<file path="src/rtl/sync_word_serializer.sv">
// Sync-word serializer: sends PATTERN MSB-first, optionally XOR-masked,
// in bursts of frames separated by a fixed idle gap.
module sync_word_serializer #(
    parameter int              WIDTH    = 12,
    parameter logic [WIDTH-1:0] PATTERN = 12'b111000101011,
    parameter int              GAP      = 2,
    parameter logic            IDLE_BIT = 1'b0,
    parameter int              CNT_W    = 8,
    localparam int             EB       = $clog2(WIDTH + 1)
) (
    input  logic             i_clk,
    input  logic             i_reset,
    input  logic             i_start,
    input  logic [CNT_W-1:0] i_repeat,
    input  logic [WIDTH-1:0] i_err_mask,
    input  logic             i_abort,
    output logic             o_data,
    output logic             o_valid,
    output logic             o_busy,
    output logic             o_frame_done,
    output logic [CNT_W-1:0] o_frames_sent,
    output logic [EB-1:0]    o_err_bits
);

    localparam int BW = (WIDTH > 1) ? $clog2(WIDTH) : 1;
    localparam int GW = (GAP > 1) ? $clog2(GAP) : 1;
    localparam logic [BW-1:0] LAST_IDX = BW'(WIDTH - 1);
    localparam logic [GW-1:0] GAP_LOAD = GW'((GAP > 0) ? GAP - 1 : 0);
    localparam logic ONE_BIT = (WIDTH == 1);

    typedef enum logic [1:0] {
        S_IDLE,
        S_SEND,
        S_GAP
    } state_t;

    state_t           r_state, w_state;
    logic [WIDTH-1:0] r_shift, w_shift;
    logic [BW-1:0]    r_bitcnt, w_bitcnt;
    logic [GW-1:0]    r_gapcnt, w_gapcnt;
    logic [CNT_W-1:0] r_rem, w_rem;
    logic [WIDTH-1:0] r_mask, w_mask;
    logic             r_data, w_data;
    logic             r_done, w_done;
    logic [CNT_W-1:0] r_frames, w_frames;
    logic [EB-1:0]    r_errbits, w_errbits;
    logic [EB-1:0]    w_popcnt;
    logic [WIDTH-1:0] w_word;
    logic [WIDTH-1:0] w_new_word;

    assign w_word     = PATTERN ^ r_mask;
    assign w_new_word = PATTERN ^ i_err_mask;

    // Population count of the incoming mask, latched on an accepted start
    always_comb begin
        w_popcnt = '0;
        for (int k = 0; k < WIDTH; k++) begin
            w_popcnt = w_popcnt + EB'(i_err_mask[k]);
        end
    end

    // Next-state and datapath: first bit of each frame leaves on its load edge
    always_comb begin
        w_state   = r_state;
        w_shift   = r_shift;
        w_bitcnt  = r_bitcnt;
        w_gapcnt  = r_gapcnt;
        w_rem     = r_rem;
        w_mask    = r_mask;
        w_data    = r_data;
        w_done    = 1'b0;
        w_frames  = r_frames;
        w_errbits = r_errbits;
        unique case (r_state)
            S_IDLE: begin
                w_data = IDLE_BIT;
                if (i_start) begin
                    w_mask    = i_err_mask;
                    w_rem     = (i_repeat == '0) ? CNT_W'(1) : i_repeat;
                    w_frames  = '0;
                    w_errbits = w_popcnt;
                    w_state   = S_SEND;
                    w_data    = w_new_word[WIDTH-1];
                    w_shift   = w_new_word << 1;
                    w_bitcnt  = LAST_IDX;
                    w_done    = ONE_BIT;
                end
            end
            S_SEND: begin
                if (i_abort) begin
                    w_state = S_IDLE;
                    w_data  = IDLE_BIT;
                end else if (r_bitcnt != '0) begin
                    w_data   = r_shift[WIDTH-1];
                    w_shift  = r_shift << 1;
                    w_bitcnt = r_bitcnt - 1'b1;
                    w_done   = (r_bitcnt == BW'(1));
                end else begin
                    w_frames = (&r_frames) ? r_frames
                                           : r_frames + 1'b1;
                    w_rem    = r_rem - 1'b1;
                    if (r_rem <= CNT_W'(1)) begin
                        w_state = S_IDLE;
                        w_data  = IDLE_BIT;
                    end else if (GAP > 0) begin
                        w_state  = S_GAP;
                        w_data   = IDLE_BIT;
                        w_gapcnt = GAP_LOAD;
                    end else begin
                        w_data   = w_word[WIDTH-1];
                        w_shift  = w_word << 1;
                        w_bitcnt = LAST_IDX;
                        w_done   = ONE_BIT;
                    end
                end
            end
            S_GAP: begin
                w_data = IDLE_BIT;
                if (i_abort) begin
                    w_state = S_IDLE;
                end else if (r_gapcnt == '0) begin
                    w_state  = S_SEND;
                    w_data   = w_word[WIDTH-1];
                    w_shift  = w_word << 1;
                    w_bitcnt = LAST_IDX;
                    w_done   = ONE_BIT;
                end else begin
                    w_gapcnt = r_gapcnt - 1'b1;
                end
            end
            default: begin
                w_state = S_IDLE;
                w_data  = IDLE_BIT;
            end
        endcase
    end

    // State and datapath registers
    always_ff @(posedge i_clk or posedge i_reset) begin
        if (i_reset) begin
            r_state   <= S_IDLE;
            r_shift   <= '0;
            r_bitcnt  <= '0;
            r_gapcnt  <= '0;
            r_rem     <= '0;
            r_mask    <= '0;
            r_data    <= IDLE_BIT;
            r_done    <= 1'b0;
            r_frames  <= '0;
            r_errbits <= '0;
        end else begin
            r_state   <= w_state;
            r_shift   <= w_shift;
            r_bitcnt  <= w_bitcnt;
            r_gapcnt  <= w_gapcnt;
            r_rem     <= w_rem;
            r_mask    <= w_mask;
            r_data    <= w_data;
            r_done    <= w_done;
            r_frames  <= w_frames;
            r_errbits <= w_errbits;
        end
    end

    assign o_data        = r_data;
    assign o_valid       = (r_state == S_SEND);
    assign o_busy        = (r_state != S_IDLE);
    assign o_frame_done  = r_done;
    assign o_frames_sent = r_frames;
    assign o_err_bits    = r_errbits;

endmodule

</file>
<file path="config.mk">
export PLATFORM = sky130hd
export DESIGN_NAME = sync_word_serializer
export DESIGN_NICKNAME = d
export VERILOG_FILES = /design/src/rtl/sync_word_serializer.sv
export SDC_FILE = /design/constraint.sdc
export NUM_CORES = 1
export LEC_CHECK = 0
export ABC_CLOCK_PERIOD_IN_PS = 3500
export CORE_ASPECT_RATIO = 1.5
export CORE_MARGIN = 2
export CORE_UTILIZATION = 60
export DETAILED_ROUTE_END_ITERATION = 10
export PLACE_DENSITY = 0.89
export SLEW_MARGIN = 20
export SYNTH_ARGS = -nofsm -noshare
export SYNTH_HDL_FRONTEND = slang
export SYNTH_SLANG_ARGS = --single-unit
export TNS_END_PERCENT = 10
</file>
<file path="constraint.sdc">
create_clock -name i_clk -period 3.5 [get_ports i_clk]
set_clock_uncertainty 0.05 [all_clocks]
set_input_delay 0.35 -clock i_clk [delete_from_list [all_inputs] [get_ports i_clk]]
set_output_delay 0.35 -clock i_clk [all_outputs]
set_load 0.01 [all_outputs]
</file>
==> impl_metrics.yaml, run 1 <==
die:
  ios: 40
  core_um2: 5080
  die_w_um: 62.8
  fp.dieH_um: 92.1
  fp.dieArea_um2: 5780
  rows: 32
  start_util_pct: 61.1
placement:
  numPortBuffers: 39
  place.gp.congestion: 0.856
  post-dp-hpwl_um: 5020
  placed_cells: 420
flow_run:
  max_cap_violations: 0
cts:
  clk_latency_ns: 0.31
  cts_tree: "done"
  cts_sinks: 52
  cts_root_buf: "clkbuf_8"
  cts_max_path_buffers: 2
  htreeDepth: 2
  numCtsBuffers: 5
  path_clk_slew_ns: 0.09
power:
  power_density_nw_per_um2: 822
  ir_worst_vdd_mv: 0.477
  p_total_mw: 3.03
  p_leak_nw: 1.65
sta:
  tns_ns: 0
  period_share_pct: 97.3
  timing.final.crit_period_ns: 3.41
  rsz0062_at_grt: "false"
  fmax_ghz: 0.294
  finalHoldViolCount: 0
  setup_violations: 0
  fin_hold_ws_ns: 0.445
  drv_slew: 0
  slew-limit-headroom_pct: 40.6
  tightest_slew_ns: 0.890
global_route:
  grt_first_pass_wirelength_um: 11900
  grt_max_degree: 53
  gr-total-overflow: 0
  antenna_found_initial: 0
  grt_pass1_vias: 2638
  grt.total_usage_pct: 25.8
worst_setup_path:
  endpoint_kind: "flip-flop"
  cp_slowest_cell: "fa_1"
  critPathRequiredTime_ns: 3.62
  worstPathCellList: "dlygate4sd2_1 -> fa_1 -> fa_1 -> inv_1 -> fa_1 -> fa_1 -> inv_1 -> ha_1 -> inv_1 -> fa_2 -> o21ai_0"
  cp-start-kind: "primary input"
  critPathMaxStageDelay_ns: 0.53
  worstPathArrival_ns: 3.52
  criticalPathCategory: "in -> reg"
  crit_top_cell: "fa_1"
  crit_path_max_fanout: 2
synth:
  syn_nets: 359
  avgSynthCellArea_um2: 9.89
  synth_area_um2: 3110
  synth-async-reset-ratio_pct: 100
  synth_top_family_by_area: "compound AO/OA/AOI/OAI gates"
  yosysWarnings: 0
  synth-xor-area-share_pct: 0.282
  synth.largest_area_cell: "dfrtp_1"
  syn_inst: 314
  synthSimpleGateAreaFrac_pct: 15.2
  synth_edf_count: 0
  synth.distinct_cells: 56
  synthMuxAreaShare_pct: 8.98
  synth_area_leaders: "dfrtp_1, mux2_2, ha_1"
  synth_compound_area_share_pct: 16.6
  synth-adder-area-share_pct: 10.1
  ys.flop_type: "dfrtp_1"
  synth-seq-cells: 52
  ys_seq_area_share_pct: 41.9
  synth_top_area_share_pct: 41.9
finish:
  insertedDiodeCount: 0
  fill_cells: 400
  syn2layout_area_growth_pct: 18.5
  utilization_pct: 72.4
  final_layout_size_suffix_gt1_share_pct: 15.3
  finalNonFillerCells: 428
  finish.net_count: 404
status:
  status: "complete, no violations"
route:
  vias_per_cell: 6.04
  drt_iter0_drc: 159
  ant_nets: 0
  wl_per_cell_um: 16.1
  first_pass_iters: 4
  vias: 2584
  drt-total-wl_um: 6910
  drc: 0
worst_hold_path:
  hp-class: "reg -> reg"
cells in the mapped netlist, drive strengths merged, types with 2 or more instances:
master  number
a31o         3
mux2i        2
o22a         3
clkbuf       9
nand2       25
nand3        9
nor3         6
buf          3
a221oi       8
fa           7
and4         3
o31ai        2
a21o         2
a31oi        5
nand4        3
o21ai       18
or4          4
a22oi        5
a21oi       20
and3         2
ha          14
mux2        23
nor4         8
inv         37
nor2        15
dfrtp       52
nand2b       2
state kept, by name (all words and copies together), names as in the netlist:
name           count
r_bitcnt           4
r_mask            12
o_data             1
o_err_bits         4
o_frame_done       1
r_state            2
o_frames_sent      8
r_gapcnt           1
r_rem              8
r_shift           11
worst paths after layout:
check / from / to / slack, ns / cells after the start
max reg2reg: r_state[1]$_DFFE_PP0P_ / o_frames_sent[5]$_DFFE_PP0P_ / 0.81 / 6
min reg2reg: o_err_bits[1]$_DFFE_PP0P_ / o_err_bits[1]$_DFFE_PP0P_ / 0.45 / 2
max: i_err_mask[0] / o_err_bits[1]$_DFFE_PP0P_ / 0.09 / 11
min in group asynchronous: i_reset / o_frames_sent[6]$_DFFE_PP0P_ / 0.48 / 2
max in group asynchronous: i_reset / r_rem[2]$_DFFE_PP0P_ / 2.40 / 2
min: o_err_bits[1]$_DFFE_PP0P_ / o_err_bits[1]$_DFFE_PP0P_ / 0.45 / 2
cells in the final DEF (no fill, tap or decap), drive strengths merged, types with 3 or more instances in the layout:
cell	count
a21oi	20
a221oi	8
a22oi	5
a31o	3
a31oi	5
and4	3
buf	11
clkbuf	8
clkdlybuf4s50	33
dfrtp	52
dlygate4sd2	6
fa	7
ha	14
inv	36
mux2	23
nand2	25
nand3	9
nand4	3
nor2	15
nor3	6
nor4	8
o21ai	18
o22a	3
or4	4
cell type report:
| type | instances | area [um2] | area share [%] |
|---|---|---|---|
| Timing Repair Buffer | 50 | 465 | 12.6 |
| Clock buffer | 8 | 90.1 | 2.45 |
| Tap cell | 68 | 85.1 | 2.31 |
| Inverter | 38 | 144 | 3.91 |
| Multi-Input combinational cell | 212 | 1600 | 43.3 |
| Sequential cell | 52 | 1300 | 35.4 |
stage by stage:
| step | setup WS, ns | instance area (um2) |
|---|---|---|
| 2_1_floorplan | 0.229 | 3110 |
| 3_3_place_gp | -0.319 | 3590 |
| 3_5_place_dp | -0.380 | 3590 |
| 4_1_cts | 0.0922 | 3680 |
| 5_1_grt | 0.00220 | 3680 |
| 6_report | 0.0938 | 3680 |
cells by family after synthesis:
logic type | Yosys count
AOI/OAI and AO/OA | 77
xor gates and xnor gates | 1
adders and majority gates | 21
buffers and inverters | 50
DFF | 52
muxes | 25
and+or+nand+nor | 88
power breakdown:
group	total [mW]	switching (mW)	leakage (nW)	internal, mW
Clock	0.357	0.195	0.0455	0.162
Combinational	1.61	0.850	0.973	0.762
Sequential	1.06	0.192	0.633	0.865
what timing repair did:
action,CTS,global route
hold buffers,0,0
resized for setup,7,0
pin swaps,4,2
endpoints found under the setup margin,2,2
buffers inserted,0,0
metal layers:
layer | GRT usage (%) | share of wire, % | routed length (um) | vias up
li1 | - | - | - | 1219
met1 | 28.5 | 39 | 2680 | 1273
met2 | 49.0 | 55 | 3830 | 75
met3 | 4.17 | 3.6 | 249 | 17
met4 | 9.44 | 2.1 | 148 | 0
met5 | 0 | 0 | 0 | -
critical path, delay by kind of cell:
family | cells | cell delay (ns)
AO/OA/AOI/OAI | 1 | 0.08
adder cells (fa/ha/maj) | 6 | 2.64
buffers and inverters | 4 | 0.45
No activity file was read; power rests on OpenSTA's default activity.
==> inputs of run 2 (changes only) <==
- CORE_UTILIZATION: 60 -> 55
- PLACE_DENSITY: 0.89 -> 0.82
==> run 2 against run 1 <==
  * Critical path depth unchanged
  * Sequential power about the same
  * Flip-flop and latch count unchanged
  * Worst setup slack improved by 0.022 ns
  * Sequential share of layout area decreased by 0.060 points
==> impl_metrics.yaml, run 2 (synthesis results as in run 1) <==
status:
  status: "complete, no violations"
sta:
  timing.final.crit_period_ns: 3.38
  rsz0062_at_grt: "true"
  period_share_pct: 96.7
  fmax_ghz: 0.295
  tns_ns: 0
  finalWorstSetupSlack_ns: 0.115
  fin_hold_ws_ns: 0.445
  setup_violations: 0
  drv_slew: 0
  slew-limit-headroom_pct: 39.3
  finalHoldViolCount: 0
  tightest_slew_ns: 0.910
worst_setup_path:
  endpoint_kind: "flip-flop"
  r2r_cells: 6
  critPathRequiredTime_ns: 3.61
  criticalPathCategory: "in -> reg"
  worstSetupStartpoint: "i_err_mask[7]"
  timing.rr.start: "r_state[1]$_DFFE_PP0P_"
  cp-start-kind: "primary input"
  rrSetupSlack_ns: 1.04
  worstPathArrival_ns: 3.50
  crit_path_max_fanout: 2
  r2r-end: "o_frames_sent[4]$_DFFE_PP0P_"
power:
  p_leak_nw: 1.65
  power_density_nw_per_um2: 824
  ir_worst_vdd_mv: 0.598
route:
  vias: 2502
  drc: 0
  drt_iter0_drc: 158
  vias_per_cell: 5.85
  wl_per_cell_um: 15.6
  drt-total-wl_um: 6680
  ant_nets: 0
  first_pass_iters: 4
cts:
  cts_sinks: 52
  htreeDepth: 2
  cts_tree: "done"
  cts_max_path_buffers: 2
  clk_latency_ns: 0.31
  post_cts_buffers: 0
  path_clk_slew_ns: 0.08
  numCtsBuffers: 5
  ctsHoldBuffers: 0
  cts_root_buf: "clkbuf_8"
global_route:
  grt_max_degree: 53
  grt.total_usage_pct: 23.1
  grt_pass1_vias: 2502
  gr-total-overflow: 0
  antenna_found_initial: 0
  grt_first_pass_wirelength_um: 11200
worst_hold_path:
  hold_depth: 2
  hp-start: "r_mask[4]$_DFFE_PP0P_"
  hold_path_end: "r_mask[4]$_DFFE_PP0P_"
  hp-class: "reg -> reg"
placement:
  placed_cells: 421
  dpl_worst_slack_ns: -0.491
  numPortBuffers: 39
  place.gp.congestion: 0.823
  post-dp-hpwl_um: 4860
  place_area_um2: 3590
finish:
  largest_reg_flops: 12
  finish.net_count: 403
  final_area_um2: 3690
  insertedDiodeCount: 0
  syn2layout_area_growth_pct: 18.7
  layout_commonest_cell: "dfrtp_1"
  top_register: "r_mask"
  final_cell_mix: "dfrtp_1, inv_1, clkdlybuf4s50_1"
  final_layout_size_suffix_gt1_share_pct: 15.9
  reg_top3: "r_mask: 12 flops, r_shift: 11 flops"
  finalNonFillerCells: 428
die:
  ios: 40
  core_um2: 5450
  die_w_um: 65.4
  fp.dieH_um: 96.1
  fp.dieArea_um2: 6280
  rows: 33
  start_util_pct: 57.0
flow_run:
  max_cap_violations: 0
-- run 2: what timing repair did --
item	CTS	global route
pin swaps	4	2
endpoints found under the setup margin	2	1
gates resized for setup	8	1
-- run 2: cell type report --
class / count / area (um2)
multi-input combinational: 212 / 1600
inverter: 38 / 144
fill: 447 / 1760
sequential: 52 / 1300
timing repair buffer: 49 / 458
tap: 70 / 87.6
clock buffer: 7 / 96.3
-- run 2: critical path, cell delays in order --
cell           delay (ns)
dlygate4sd2_1        0.27
fa_1                 0.50
fa_1                 0.52
inv_1                0.05
fa_1                 0.49
fa_1                 0.41
inv_1                0.09
ha_2                 0.18
inv_1                0.05
fa_2                 0.51
o21ai_0              0.08
-- run 2: report_power, final --
group          total (mW)  leakage (nW)  switching (mW)  internal [mW]
combinational        1.61         0.966           0.850          0.764
sequential           1.06         0.633           0.190          0.865
clock               0.369        0.0503           0.193          0.176
-- run 2: worst max-delay path by stage --
stage                                endpoint  slack (ns)  cells past startpoint
floorplan           o_err_bits[2]$_DFFE_PP0P_        0.23                     11
global placement    o_err_bits[2]$_DFFE_PP0P_       -0.34                     12
detailed placement  o_err_bits[2]$_DFFE_PP0P_       -0.49                     12
CTS                 o_err_bits[2]$_DFFE_PP0P_        0.09                     12
global route        o_err_bits[1]$_DFFE_PP0P_      -0.002                     11
finish              o_err_bits[1]$_DFFE_PP0P_        0.12                     11
-- run 2: metal layers --
layer / vias up / share of wire [%] / global-route usage (%)
li1: 1213 / - / -
met1: 1211 / 41 / 26.3
met2: 66 / 54 / 43.5
met3: 12 / 3.3 / 3.27
met4: 0 / 1.8 / 8.16
met5: - / 0 / 0
-- run 2: per-stage QoR --
stage | power [mW] | util (%)
after floorplan | 2.22 | -
after global placement | 2.59 | 65.9
after detailed placement | 2.67 | 65.9
after CTS | 3.04 | 67.5
after global routing | 3.29 | 67.7
final | 3.04 | 67.7
==> inputs of run 3 (changes only) <==
- ABC_AREA: unset -> 1
==> run 3 against run 2 <==
  * Clock-buffer cell count fell by 2
  * Critical endpoint unchanged
  * Worst hold slack got worse by 0.021 ns
  * Global-route usage is 0.36 points higher
  * Design area grew 2.8%
  * Final cell count is 27% higher
  * Maximum frequency about the same
  * Power grew 0.95%
  * Combinational power increased by 2%
  * Register-to-register slack better by 0.16 ns
  * Synthesized cell count grew 38%
  * Sequential power fell by 4%
  * First-iteration DRC count up 15%
==> impl_metrics.yaml, run 3 <==
status:
  status: "complete, no violations"
placement:
  placed_cells: 538
  numPortBuffers: 39
  place.gp.congestion: 0.869
  place_area_um2: 3690
  post-dp-hpwl_um: 5050
power:
  power_density_nw_per_um2: 809
  ir_worst_vdd_mv: 0.392
  p_leak_nw: 1.92
synth:
  synth-async-reset-ratio_pct: 100
  ys_seq_area_share_pct: 40.2
  synth-seq-cells: 52
  synth_top_area_share_pct: 40.2
  synth.largest_area_cell: "dfrtp_1"
  syn_nets: 477
  netlist_top_cells_count: "nand2_1, inv_1, dfrtp_1"
  avgSynthCellArea_um2: 7.49
  syn_inst: 432
  synth.most_common_cell: "nand2_1"
  synth_edf_count: 0
  yosysWarnings: 0
  synth_area_leaders: "dfrtp_1, nand2_1, nand3_1"
  synth_area_um2: 3230
  ys.flop_type: "dfrtp_1"
  synth.distinct_cells: 32
worst_setup_path:
  endpoint_kind: "flip-flop"
  criticalPathCategory: "in -> reg"
  path_depth: 11
  worstSetupStartpoint: "i_err_mask[1]"
  cp-start-kind: "primary input"
  rrSetupSlack_ns: 1.20
  crit_path_max_fanout: 2
  crit_family: "adder cells"
  crit_end: "o_err_bits[1]$_DFFE_PP0P_"
  r2r_cells: 9
  timing.rr.start: "r_state[1]$_DFFE_PP0P_"
  r2r-end: "r_shift[2]$_DFFE_PP0P_"
  crit_buf_inv: 4
  worstPathCellList: "dlygate4sd2_1 -> fa_1 -> fa_1 -> inv_1 -> fa_1 -> fa_1 -> inv_1 -> ha_2 -> inv_1 -> fa_2 -> o21ai_0"
  critPathMaxStageDelay_ns: 0.52
  cp_slowest_cell: "fa_1"
  critPathRequiredTime_ns: 3.61
  worstPathArrival_ns: 3.50
  crit_top_cell: "fa_1"
sta:
  drv_slew: 0
  setup_violations: 0
  tightest_slew_ns: 0.803
  fmax_ghz: 0.295
  fin_hold_ws_ns: 0.424
  finalHoldViolCount: 0
  rsz0062_at_grt: "false"
  timing.final.crit_period_ns: 3.39
  slew-limit-headroom_pct: 46.3
  period_share_pct: 96.7
  tns_ns: 0
global_route:
  grt_first_pass_wirelength_um: 12100
  grt.total_usage_pct: 23.4
  gr-total-overflow: 0
  grt_max_degree: 35
  antenna_found_initial: 0
  grt_pass1_vias: 2732
finish:
  finish.net_count: 518
  top_register: "r_mask"
  final_layout_size_suffix_gt1_share_pct: 6.14
  syn2layout_area_growth_pct: 17.2
  insertedDiodeCount: 0
  layout_commonest_cell: "nand2_1"
  final_area_um2: 3790
  largest_reg_flops: 12
  final_cell_mix: "nand2_1, inv_1, dfrtp_1"
  reg_top3: "r_mask: 12 flops, r_shift: 11 flops"
  finalNonFillerCells: 544
cts:
  cts_tree: "done"
  htreeDepth: 2
  post_cts_buffers: 0
  cts_max_path_buffers: 2
  cts_sinks: 52
  numCtsBuffers: 5
  clk_latency_ns: 0.31
  cts_root_buf: "clkbuf_8"
  ctsHoldBuffers: 0
  path_clk_slew_ns: 0.10
route:
  ant_nets: 0
  vias: 2855
  drt-total-wl_um: 6870
  wl_per_cell_um: 12.6
  first_pass_iters: 4
  vias_per_cell: 5.25
  drt_iter0_drc: 182
  drc: 0
worst_hold_path:
  hp-class: "in -> async"
flow_run:
  max_cap_violations: 0
die:
  rows: 34
  fp.dieH_um: 97.9
  ios: 40
  core_um2: 5740
  fp.dieArea_um2: 6520
  start_util_pct: 56.3
  die_w_um: 66.6
==> run 3: final cells by class <==
cell class              count  area [um2]
multi-input cells         312        1660
inverters                  57         214
clock buffers               5        68.8
well taps                  72        90.1
fillers                   516        1950
repair buffers             45         428
clock inverters             1        30.0
flip-flops and latches     52        1300
==> run 3: power breakdown <==
group | switching (mW) | total (mW) | internal (mW)
sequential | 0.170 | 1.02 | 0.847
combinational | 1.04 | 1.65 | 0.610
clock | 0.195 | 0.401 | 0.206
==> run 3: worst register-to-register path, cell delays in order, from the launching register on <==
cell and delay, ns:
dfrtp_1 0.39, inv_1 0.09, ha_1 0.36, buf_4 0.29, nand2_2 0.10, nand3_2 0.09, a21oi_4 0.35, nand2_2 0.28
nand2_1 0.13, nand2_1 0.06
==> run 3: cell families after synthesis <==
logic type / after synthesis / share of synthesized area (%)
simple gates: 239 / 31.1
buf+inv: 68 / 8.63
flops: 52 / 40.2
compound gates: 49 / 9.44
fa+ha+maj: 21 / 9.75
xor+xnor: 3 / 0.813
==> run 3: worst min-delay path by stage <==
stage / to / slack (ns)
after floorplan: r_bitcnt[1]$_DFFE_PP0P_ / 0.39
after global placement: r_shift[2]$_DFFE_PP0P_ / 0.41
after detailed placement: r_shift[11]$_DFFE_PP0P_ / 0.41
after CTS: r_shift[11]$_DFFE_PP0P_ / 0.43
after global routing: r_shift[11]$_DFFE_PP0P_ / 0.46
final: o_frames_sent[1]$_DFFE_PP0P_ / 0.42
==> run 3: per-layer routing <==
metal,share of wire (%),up-vias,GRT usage (%)
met1,40,1328,26.4
met3,3.6,20,4.38
met5,0,-,0
met4,3.1,0,10.4
li1,-,1439,-
met2,53,68,41.8
==> run 3: metrics by stage <==
step           util (%)  power [mW]  setup slack [ns]
3_3_place_gp       64.3        2.61            -0.358
2_1_floorplan         -        2.26             0.228
5_1_grt            66.0        3.36           0.00488
4_1_cts            66.0        3.09            0.0927
3_5_place_dp       64.3        2.67            -0.463
6_report           66.0        3.07             0.115
==> run 3: repair_timing <==
action,4_1_cts,5_1_grt
pin swaps,3,2
gates cloned,0,0
gates resized for setup,8,1
endpoints found under the setup margin,2,1
